<file path="src/rtl/rf_writeback_ctrl_if.sv">
// Writeback bus between the two producers, the register-file write port,
// and decode's hazard query. The master side is the environment (producers,
// register file, decode). The slave side is rf_writeback_ctrl.
interface rf_writeback_ctrl_if #(
  parameter int unsigned DATA_W = 16,
  parameter int unsigned ADDR_W = 4
);

  // ALU result path
  logic              alu_valid;
  logic              alu_ready;
  logic [ADDR_W-1:0] alu_dest;
  logic [DATA_W-1:0] alu_data;

  // Memory load path
  logic              mem_valid;
  logic              mem_ready;
  logic [ADDR_W-1:0] mem_dest;
  logic [DATA_W-1:0] mem_data;

  // Register-file write port
  logic              wr_stall;
  logic              wr_en;
  logic [ADDR_W-1:0] wr_dest;
  logic [DATA_W-1:0] wr_data;

  // Decode hazard query
  logic [ADDR_W-1:0] src1;
  logic [ADDR_W-1:0] src2;
  logic              src1_busy;
  logic              src2_busy;

  // Occupancy
  logic [ADDR_W:0]   fifo_count;

  modport master (
    output alu_valid, alu_dest, alu_data,
    output mem_valid, mem_dest, mem_data,
    output wr_stall, src1, src2,
    input  alu_ready, mem_ready,
    input  wr_en, wr_dest, wr_data,
    input  src1_busy, src2_busy, fifo_count
  );

  modport slave (
    input  alu_valid, alu_dest, alu_data,
    input  mem_valid, mem_dest, mem_data,
    input  wr_stall, src1, src2,
    output alu_ready, mem_ready,
    output wr_en, wr_dest, wr_data,
    output src1_busy, src2_busy, fifo_count
  );

endinterface

</file>
<file path="src/rtl/rf_writeback_ctrl.sv">
// Write-side controller for the register file. It arbitrates ALU and load
// writebacks into a small in-order FIFO and retires one write per cycle.
// It also flags queued writes that hit decode's source registers.
module rf_writeback_ctrl #(
  parameter int unsigned DATA_W     = 16,
  parameter int unsigned ADDR_W     = 4,
  parameter int unsigned DEPTH      = 4,
  parameter int unsigned STARVE_MAX = 3
) (
  input  logic                    clk,
  input  logic                    rst_n,
  rf_writeback_ctrl_if.slave      bus
);

  localparam int unsigned PTR_W  = $clog2(DEPTH);
  localparam int unsigned CNT_W  = PTR_W + 1;
  localparam int unsigned FCNT_W = ADDR_W + 1;
  localparam int unsigned STV_W  = $clog2(STARVE_MAX + 1);

  typedef struct packed {
    logic [ADDR_W-1:0] dest;
    logic [DATA_W-1:0] data;
  } entry_t;

  // FIFO state
  entry_t             fifo_q [DEPTH];
  logic [DEPTH-1:0]   vld_q;
  logic [DEPTH-1:0]   vld_n;
  logic [PTR_W-1:0]   wr_ptr_q;
  logic [PTR_W-1:0]   rd_ptr_q;
  logic [CNT_W-1:0]   count_q;
  logic [STV_W-1:0]   starve_q;
  logic [STV_W-1:0]   starve_n;

  // Combinational control
  logic               can_push_c;
  logic               alu_prio_c;
  logic               alu_ready_c;
  logic               mem_ready_c;
  logic               alu_fire_c;
  logic               mem_fire_c;
  logic               push_c;
  logic               pop_c;
  entry_t             push_entry_c;
  entry_t             head_c;
  logic               src1_busy_c;
  logic               src2_busy_c;

  // Admission: no push-through when full, mem wins unless the ALU is starved
  always_comb begin
    can_push_c  = (count_q < CNT_W'(DEPTH));
    alu_prio_c  = (starve_q == STV_W'(STARVE_MAX));
    mem_ready_c = rst_n && can_push_c && (!bus.alu_valid || !alu_prio_c);
    alu_ready_c = rst_n && can_push_c && (!bus.mem_valid || alu_prio_c);
    mem_fire_c  = bus.mem_valid && mem_ready_c;
    alu_fire_c  = bus.alu_valid && alu_ready_c;
    push_c      = mem_fire_c || alu_fire_c;
  end

  // Select the payload of whichever producer transfers this cycle
  always_comb begin
    push_entry_c = '0;
    if (mem_fire_c) begin
      push_entry_c.dest = bus.mem_dest;
      push_entry_c.data = bus.mem_data;
    end else begin
      push_entry_c.dest = bus.alu_dest;
      push_entry_c.data = bus.alu_data;
    end
  end

  // Retire the head whenever something is queued and the port is free
  always_comb begin
    head_c = fifo_q[rd_ptr_q];
    pop_c  = rst_n && (count_q != '0) && !bus.wr_stall;
  end

  // Starvation tracking: count ALU losses while space was available
  always_comb begin
    starve_n = starve_q;
    if (alu_fire_c) begin
      starve_n = '0;
    end else if (bus.alu_valid && can_push_c && !alu_prio_c) begin
      starve_n = starve_q + STV_W'(1);
    end
  end

  // Next-state valid bits. Push and pop never target the same slot,
  // because wr_ptr == rd_ptr only when the FIFO is empty or full.
  always_comb begin
    vld_n = vld_q;
    if (pop_c) begin
      vld_n[rd_ptr_q] = 1'b0;
    end
    if (push_c) begin
      vld_n[wr_ptr_q] = 1'b1;
    end
  end

  // Hazard lookup over every valid entry, including the head now retiring
  always_comb begin
    src1_busy_c = 1'b0;
    src2_busy_c = 1'b0;
    for (int i = 0; i < int'(DEPTH); i++) begin
      if (vld_q[i] && (fifo_q[i].dest == bus.src1)) begin
        src1_busy_c = 1'b1;
      end
      if (vld_q[i] && (fifo_q[i].dest == bus.src2)) begin
        src2_busy_c = 1'b1;
      end
    end
  end

  // Pointer, occupancy, valid-bit and starvation state with synchronous reset
  always_ff @(posedge clk) begin
    if (!rst_n) begin
      wr_ptr_q <= '0;
      rd_ptr_q <= '0;
      count_q  <= '0;
      vld_q    <= '0;
      starve_q <= '0;
    end else begin
      if (push_c) begin
        wr_ptr_q <= wr_ptr_q + PTR_W'(1);
      end
      if (pop_c) begin
        rd_ptr_q <= rd_ptr_q + PTR_W'(1);
      end
      count_q  <= count_q + CNT_W'(push_c) - CNT_W'(pop_c);
      vld_q    <= vld_n;
      starve_q <= starve_n;
    end
  end

  // Payload storage. Valid bits qualify it, so it needs no reset.
  always_ff @(posedge clk) begin
    if (push_c) begin
      fifo_q[wr_ptr_q] <= push_entry_c;
    end
  end

  assign bus.alu_ready  = alu_ready_c;
  assign bus.mem_ready  = mem_ready_c;
  assign bus.wr_en      = pop_c;
  assign bus.wr_dest    = head_c.dest;
  assign bus.wr_data    = head_c.data;
  assign bus.src1_busy  = src1_busy_c;
  assign bus.src2_busy  = src2_busy_c;
  assign bus.fifo_count = FCNT_W'(count_q);

  // Occupancy never exceeds DEPTH and always matches the valid-bit population
  a_count_bound : assert property (@(posedge clk) disable iff (!rst_n)
    count_q <= CNT_W'(DEPTH));
  a_count_vld : assert property (@(posedge clk) disable iff (!rst_n)
    $countones(vld_q) == int'(count_q));
  a_single_grant : assert property (@(posedge clk) disable iff (!rst_n)
    !(alu_fire_c && mem_fire_c));

endmodule

</file>
<file path="src/flat_wrapper.sv">
// flat-port wrapper written by rule: the top's interface ports become plain ports
module rf_writeback_ctrl_flat 
#(
  parameter int unsigned DATA_W     = 16,
  parameter int unsigned ADDR_W     = 4,
  parameter int unsigned DEPTH      = 4,
  parameter int unsigned STARVE_MAX = 3
)
  (clk, rst_n, bus_alu_valid, bus_alu_dest, bus_alu_data, bus_mem_valid, bus_mem_dest, bus_mem_data, bus_wr_stall, bus_src1, bus_src2, bus_alu_ready, bus_mem_ready, bus_wr_en, bus_wr_dest, bus_wr_data, bus_src1_busy, bus_src2_busy, bus_fifo_count);
  rf_writeback_ctrl_if #(.DATA_W(DATA_W), .ADDR_W(ADDR_W)) bus_i ();
  input  logic clk;
  input  logic rst_n;
  input wire logic [$bits(bus_i.alu_valid)-1:0] bus_alu_valid;
  input wire logic [$bits(bus_i.alu_dest)-1:0] bus_alu_dest;
  input wire logic [$bits(bus_i.alu_data)-1:0] bus_alu_data;
  input wire logic [$bits(bus_i.mem_valid)-1:0] bus_mem_valid;
  input wire logic [$bits(bus_i.mem_dest)-1:0] bus_mem_dest;
  input wire logic [$bits(bus_i.mem_data)-1:0] bus_mem_data;
  input wire logic [$bits(bus_i.wr_stall)-1:0] bus_wr_stall;
  input wire logic [$bits(bus_i.src1)-1:0] bus_src1;
  input wire logic [$bits(bus_i.src2)-1:0] bus_src2;
  output wire logic [$bits(bus_i.alu_ready)-1:0] bus_alu_ready;
  output wire logic [$bits(bus_i.mem_ready)-1:0] bus_mem_ready;
  output wire logic [$bits(bus_i.wr_en)-1:0] bus_wr_en;
  output wire logic [$bits(bus_i.wr_dest)-1:0] bus_wr_dest;
  output wire logic [$bits(bus_i.wr_data)-1:0] bus_wr_data;
  output wire logic [$bits(bus_i.src1_busy)-1:0] bus_src1_busy;
  output wire logic [$bits(bus_i.src2_busy)-1:0] bus_src2_busy;
  output wire logic [$bits(bus_i.fifo_count)-1:0] bus_fifo_count;
  assign bus_i.alu_valid = bus_alu_valid;
  assign bus_i.alu_dest = bus_alu_dest;
  assign bus_i.alu_data = bus_alu_data;
  assign bus_i.mem_valid = bus_mem_valid;
  assign bus_i.mem_dest = bus_mem_dest;
  assign bus_i.mem_data = bus_mem_data;
  assign bus_i.wr_stall = bus_wr_stall;
  assign bus_i.src1 = bus_src1;
  assign bus_i.src2 = bus_src2;
  assign bus_alu_ready = bus_i.alu_ready;
  assign bus_mem_ready = bus_i.mem_ready;
  assign bus_wr_en = bus_i.wr_en;
  assign bus_wr_dest = bus_i.wr_dest;
  assign bus_wr_data = bus_i.wr_data;
  assign bus_src1_busy = bus_i.src1_busy;
  assign bus_src2_busy = bus_i.src2_busy;
  assign bus_fifo_count = bus_i.fifo_count;
  rf_writeback_ctrl #(.DATA_W(DATA_W), .ADDR_W(ADDR_W), .DEPTH(DEPTH), .STARVE_MAX(STARVE_MAX)) u_core (.clk(clk), .rst_n(rst_n), .bus(bus_i));
endmodule
</file>
<file path="config.mk">
export PLATFORM = sky130hd
export DESIGN_NAME = rf_writeback_ctrl_flat
export DESIGN_NICKNAME = d
export VERILOG_FILES = /design/src/rtl/rf_writeback_ctrl_if.sv /design/src/rtl/rf_writeback_ctrl.sv /design/src/flat_wrapper.sv
export SDC_FILE = /design/constraint.sdc
export NUM_CORES = 1
export LEC_CHECK = 0
export ABC_CLOCK_PERIOD_IN_PS = 5000
export BUFFER_PORTS_ARGS = -buffer_cell sky130_fd_sc_hd__buf_4
export CAP_MARGIN = 40
export CORE_MARGIN = 2
export CORE_UTILIZATION = 50
export DETAILED_ROUTE_END_ITERATION = 12
export PLACE_DENSITY = 0.78
export SYNTH_ARGS = -nofsm -noshare
export SYNTH_HDL_FRONTEND = slang
export SYNTH_SLANG_ARGS = --single-unit
</file>
<file path="constraint.sdc">
create_clock -name clk -period 5 [get_ports clk]
set_clock_uncertainty 0.05 [all_clocks]
set_input_delay 0.75 -clock clk [delete_from_list [all_inputs] [get_ports clk]]
set_output_delay 0.75 -clock clk [all_outputs]
set_load 0.01 [all_outputs]
</file>
==> results of run 1 <==
-- final timing paths --
kind         depth (start not counted)              endpoint                from  slack (ns)
max                                  3       bus_wr_data[12]                flop        2.41
min                                  2    u_core.starve_q[1]  u_core.starve_q[1]        0.47
max reg2reg                          4  u_core.fifo_q[0][14]   u_core.count_q[2]        2.89
min reg2reg                          2    u_core.starve_q[1]  u_core.starve_q[1]        0.47
-- cell usage after synthesis, types with 2 or more instances --
| cell | count |
|---|---|
| a21boi_0 | 4 |
| a21oi_1 | 4 |
| and2_1 | 4 |
| and2_2 | 2 |
| buf_2 | 2 |
| buf_4 | 2 |
| buf_6 | 2 |
| clkbuf_1 | 4 |
| dfxtp_1 | 15 |
| edfxtp_1 | 80 |
| ha_1 | 10 |
| inv_1 | 6 |
| mux2_4 | 20 |
| mux4_2 | 20 |
| nand2_1 | 3 |
| nand3_1 | 8 |
| nand4_1 | 2 |
| nor2_1 | 9 |
| nor3_1 | 10 |
| o21a_1 | 4 |
| o21ai_0 | 3 |
| xnor2_1 | 13 |
| xor2_1 | 24 |
-- sequential cells by signal (all words and copies together) (netlist names), named ones only --
| name | flops |
|---|---|
| u_core.rd_ptr_q | 2 |
| u_core.count_q | 3 |
| u_core.starve_q | 2 |
| u_core.fifo_q | 80 |
| u_core.wr_ptr_q | 2 |
| u_core.vld_q | 4 |
-- critical path: stages (launching register included) --
cell and delay [ns]:
dfxtp_1 0.32, buf_4 0.35, mux4_2 0.59, buf_4 0.17
-- area by class of cell --
class	instances	area [um^2]
tap	108	135
clock buffer	9	124
inverter	7	26.3
fill	660	3280
timing repair buffer	86	696
clock inverter	7	61.3
multi-input combinational	150	1570
sequential	95	2700
-- routing by layer --
layer	up-vias	share of wire, %
li1	1158	-
met1	1143	39
met2	77	54
met3	6	6.0
met4	0	1.2
met5	-	0
-- through the flow --
| stage | std cells | instance area, um^2 | hold WS, ns |
|---|---|---|---|
| after floorplan | 262 | 4360 | 0.415 |
| after global placement | 441 | 5040 | 0.431 |
| after detailed placement | 446 | 5120 | 0.461 |
| after CTS | 462 | 5310 | 0.483 |
| after global routing | 462 | 5310 | 0.536 |
| final | 462 | 5310 | 0.469 |
-- cells by family after synthesis --
kind of cell / synth area share, %
AO/OA/AOI/OAI: 2.56
other: 0.0861
XOR/XNOR: 7.44
buffers and inverters: 2.04
multiplexers: 17.5
adder cells (fa/ha/maj): 3.33
flip-flops: 62.1
AND/OR/NAND/NOR: 4.97
-- report_power, final --
| part | total [W] | internal, W | switching [W] |
|---|---|---|---|
| clock network | 0.000464 | 0.000192 | 0.000272 |
| logic | 0.000589 | 0.000324 | 0.000265 |
| registers | 0.000986 | 0.000944 | 0.0000420 |
==> run_results.csv, run 1 <==
group,metric,value,unit
status,status,"complete, no violations",
setup_path,end_kind,"primary output",
layout,most-common-layout-cells,"buf_4 (81), edfxtp_1 (80), xor2_1 (24), mux4_2 (20), mux2_4 (20)",
global_routing,grt_overflow,0,
yosys,ys_ff_latch,95,
placement,port_buffers,80,
timing,tightestPinTransition,0.678,ns
global_routing,grtUsageTotal,16.1,%
global_routing,grt_pass1_wl,11700,um
yosys,synth_area_leaders,"edfxtp_1 (55%), mux4_2 (10%), dfxtp_1 (6.9%), mux2_4 (6.9%), xor2_1 (4.8%)",
yosys,avgSynthCellArea,16.7,um^2
floorplanning,fp.dieH,97.3,um
yosys,synthArstFlopShare,0,%
power,p_per_area,384,mW/mm^2
timing,tns,0,ns
setup_path,crit_required,4.20,ns
clocking,htree_levels,3,
power,power,0.00204,W
yosys,synth_edf_count,80,
layout,antenna_cells,0,
layout,fin_nets,413,
clocking,cts-root-buf,"clkbuf_8",
layout,final_core_util,61.8,%
placement,gp_congestion,0.801,
layout,areaGrowthSynthToFinish,22.0,%
setup_path,start_kind,"flop",
floorplanning,pin_count,83,
clocking,hold_buffers,0,
route,via_count,2384,
timing,finalWorstSetupSlack,2.41,ns
layout,drive_gt1_share,41.5,%
route,drt_iter0_markers,94,
min_path,min_path_type,"flop to flop",
global_routing,grt_start_max_net_pins,21,
setup_path,crit_path_max_fanout,20,
clocking,postCtsResizedCells,0,
setup_path,critical_path_class,"flop to primary output",
route,dr.pass1.iters,4,
timing,slew_viol_final,0,
global_routing,grt_pass1_vias,2360,
yosys,syn_area,0.00435,mm^2
global_routing,use_met2,28.6,%
placement,dp_hpwl,5440,um
timing,period_share,51.8,%
timing,slew_headroom,54.7,%
clocking,clock-sinks,95,
clocking,clk_pin_slew,0.09,ns
global_routing,antenna_found_initial,0,
global_routing,use_met3,3.45,%
route,wirelength,7390,um
clocking,cts_tree,"built",
yosys,ys.flop_type,"edfxtp_1",
setup_path,critical_path_arrival,1.79,ns
power,leakage,2.01,nW
route,drcViolationCount,0,
floorplanning,coreArea,0.00859,mm^2
clocking,numCtsBuffers,9,
timing,fmax,0.386,GHz
timing,rsz0062_at_grt,"no",
flow_run,drv_cap,0,
layout,final_common_cell,"buf_4",
power,peakVddDrop,0.000233,V
route,viasPerCell,5.16,
yosys,yosys_warnings,0,
clocking,clock_tree.buffer_depth,2,
floorplanning,die_width,97.3,um
yosys,synth_largest_area_cell,"edfxtp_1",
placement,place_ws,2.44,ns
floorplanning,num_rows,34,
clocking,clk_latency,0.34,ns
timing,min_period,2.59,ns
yosys,yosys.area.top_type_share,55.2,%
route,drt-wirelength-per-cell,16.0,um
timing,finalSetupViolations,0,
timing,hold_violations,0,
yosys,synthCells,261,
global_routing,grt_busiest_layer,"met2",
floorplanning,die-area,0.00947,mm^2
floorplanning,initial_utilization,50.7,%
yosys,ys_seq_area_share,62.1,%
route,antenna_left,0,
clocking,post-cts-setup-buffers,0,
global_routing,grt_use_met1,19.9,%
yosys,synth_cell_types,33,
Power figures use the tool's default switching activity.
==> run 2, diff against run 1 <==
--- a/config.mk
+++ b/config.mk
@@ -5,13 +5,13 @@
 export SDC_FILE = /design/constraint.sdc
 export NUM_CORES = 1
 export LEC_CHECK = 0
-export ABC_CLOCK_PERIOD_IN_PS = 5000
+export ABC_CLOCK_PERIOD_IN_PS = 2350
 export BUFFER_PORTS_ARGS = -buffer_cell sky130_fd_sc_hd__buf_4
 export CAP_MARGIN = 40
 export CORE_MARGIN = 2
 export CORE_UTILIZATION = 50
 export DETAILED_ROUTE_END_ITERATION = 12
-export PLACE_DENSITY = 0.78
+export PLACE_DENSITY = 0.81
 export SYNTH_ARGS = -nofsm -noshare
 export SYNTH_HDL_FRONTEND = slang
 export SYNTH_SLANG_ARGS = --single-unit
==> constraint.sdc (replaced) <==
create_clock -name clk -period 2.35 [get_ports clk]
set_clock_uncertainty 0.05 [all_clocks]
set_input_delay 0.3525 -clock clk [delete_from_list [all_inputs] [get_ports clk]]
set_output_delay 0.3525 -clock clk [all_outputs]
set_load 0.01 [all_outputs]
==> run 2 against run 1 <==
Final cell count grew 0.43%. Setup slack lost 2.1 ns. Global-route usage grew 1.3 points. Sequential share of layout area shrank 0.43 points. Non-clock buffer count increased by 2. Power is 120% higher. Die area unchanged. Combinational power rose by 120%. Largest cell class unchanged. Largest power group unchanged.
==> run_results.csv, run 2 (same netlist as run 1, synthesis figures left out) <==
group,metric,value,unit
layout,areaGrowthSynthToFinish,23.0,%
power,pwr-share-comb,29.7,%
setup_path,crit_required,2.57,ns
power,peakVddDrop,0.000392,V
timing,rsz0062_at_grt,"no",
power,power,0.00441,W
setup_path,end_kind,"flop",
power,p_int,0.00313,W
global_routing,antenna_found_initial,0,
layout,largest_register_ffs,80,
min_path,whs_path_depth,2,
global_routing,grt_start_max_net_pins,21,
layout,antenna_cells,0,
layout,multi_input_area,0.00157,mm^2
power,p_per_area,824,mW/mm^2
setup_path,r2r_cells,9,
floorplanning,fp.dieH,97.3,um
clocking,clk_latency,0.36,ns
flow_run,drv_cap,0,
power,clock_power_share,22.9,%
setup_path,critical_path_class,"flop to flop",
layout,final_core_util,62.3,%
clocking,clock_tree.buffer_depth,2,
floorplanning,die_width,97.3,um
floorplanning,num_rows,34,
layout,most-common-layout-cells,"buf_4 (82), edfxtp_1 (80), xor2_1 (24), mux4_2 (20), mux2_4 (20)",
layout,fin_nets,415,
clocking,clock-sinks,95,
layout,drive_gt1_share,41.9,%
timing,finalSetupViolations,0,
floorplanning,pin_count,83,
placement,port_buffers,80,
global_routing,grt_pass1_vias,2485,
min_path,hold_path_end,"u_core.vld_q[2]",
placement,dpl_cell_area,0.00516,mm^2
layout,fill_cells,655,
setup_path,timing.rr.end,"u_core.count_q[2]",
layout,top_regs,"u_core.fifo_q (80), u_core.vld_q (4), u_core.count_q (3)",
floorplanning,die-area,0.00947,mm^2
timing,tns,0,ns
route,antenna_left,0,
placement,dp_hpwl,5540,um
layout,top_register,"u_core.fifo_q",
power,leakage,2.03,nW
setup_path,critical_path_arrival,2.30,ns
timing,fmax,0.480,GHz
placement,gp_congestion,0.859,
min_path,min_from,"rst_n",
clocking,cts_tree,"built",
route,drt-wirelength-per-cell,17.5,um
layout,final_common_cell,"buf_4",
clocking,hold_buffers,0,
global_routing,grtUsageTotal,17.5,%
floorplanning,initial_utilization,50.7,%
power,p_seq_share,47.5,%
power,switching_share,29.0,%
setup_path,r2r_slack,0.27,ns
clocking,htree_levels,3,
route,drt_iter0_markers,121,
timing,slew_viol_final,0,
route,via_count,2481,
min_path,min_path_type,"primary input to flop",
floorplanning,coreArea,0.00859,mm^2
clocking,clk_pin_slew,0.10,ns
power,p_switching,0.00128,W
status,status,"complete, no violations",
timing,min_period,2.08,ns
timing,holdWs,0.228,ns
clocking,numCtsBuffers,9,
timing,period_share,88.7,%
setup_path,rr_startpoint,"u_core.count_q[2]",
global_routing,grt_overflow,0,
clocking,postCtsResizedCells,0,
layout,postLayoutCellArea,0.00536,mm^2
route,viasPerCell,5.35,
route,wirelength,8110,um
layout,seq_area,0.00270,mm^2
clocking,post-cts-setup-buffers,0,
global_routing,grt_pass1_wl,12600,um
route,drcViolationCount,0,
setup_path,crit_path_max_fanout,5,
setup_path,start_kind,"flop",
timing,hold_violations,0,
clocking,cts-root-buf,"clkbuf_8",
route,dr.pass1.iters,4,
[run 2: cell count changes in the layout (fill, tap and decap cells not counted)]
cell | previous run | this run
buf_12 | 0 | 6
buf_8 | 4 | 0
buf_16 | 1 | 0
buf_4 | 81 | 82
clkinv_4 | 0 | 1
clkinv_8 | 0 | 1
inv_6 | 3 | 2
inv_8 | 2 | 1
[run 2: power by group through the flow]
| stage | clock (W) | combinational, W | sequential, W |
|---|---|---|---|
| 3_3_place_gp | 0 | 0.00130 | 0.00212 |
| 4_1_cts | 0.00103 | 0.00133 | 0.00209 |
| 5_1_grt | 0.00109 | 0.00142 | 0.00211 |
| 6_report | 0.00101 | 0.00131 | 0.00209 |
| 2_1_floorplan | 0 | 0.000787 | 0.00212 |
| 3_5_place_dp | 0 | 0.00132 | 0.00213 |
[run 2: critical path, cell delays in order, from the launching register on]
cell and delay [ns]:
dfxtp_1 0.37, nor3_1 0.30, nor3_1 0.11, nand2b_1 0.13, nand2_1 0.07, ha_1 0.20
fa_1 0.38, xnor2_1 0.19, xnor2_1 0.14, nor2_1 0.05
[run 2: worst max-delay path by stage]
stage                      start                 to  slack, ns  depth (start not counted)
3_5_place_dp               rst_n  u_core.count_q[1]       0.30                          6
4_1_cts                     flop     bus_wr_data[6]       0.26                          3
5_1_grt        u_core.count_q[2]  u_core.count_q[2]       0.04                          9
2_1_floorplan              rst_n  u_core.count_q[1]       0.33                          7
6_report       u_core.count_q[2]  u_core.count_q[2]       0.27                          9
3_3_place_gp               rst_n  u_core.count_q[1]       0.37                          6
[run 2: per-layer routing]
layer	routed length [um]	GRT usage (%)	vias up	share of wire [%]
met3	446	2.81	7	5.5
met1	3430	22.8	1230	42
li1	-	-	1160	-
met5	0	0	-	0
met4	106	7.37	0	1.3
met2	4130	29.4	84	51
[run 2: final cells by class]
class	instances	area share [%]
clock inverter	7	1.24
tap	108	2.52
clock buffer	9	2.31
sequential	95	50.5
multi-input combinational	150	29.2
inverter	7	0.491
timing repair buffer	88	13.7
[run 2: per-stage QoR]
step           worst slack, ns  std cells
2_1_floorplan            0.328        262
3_3_place_gp             0.371        448
3_5_place_dp             0.297        448
4_1_cts                  0.262        464
5_1_grt                 0.0391        464
6_report                 0.266        464
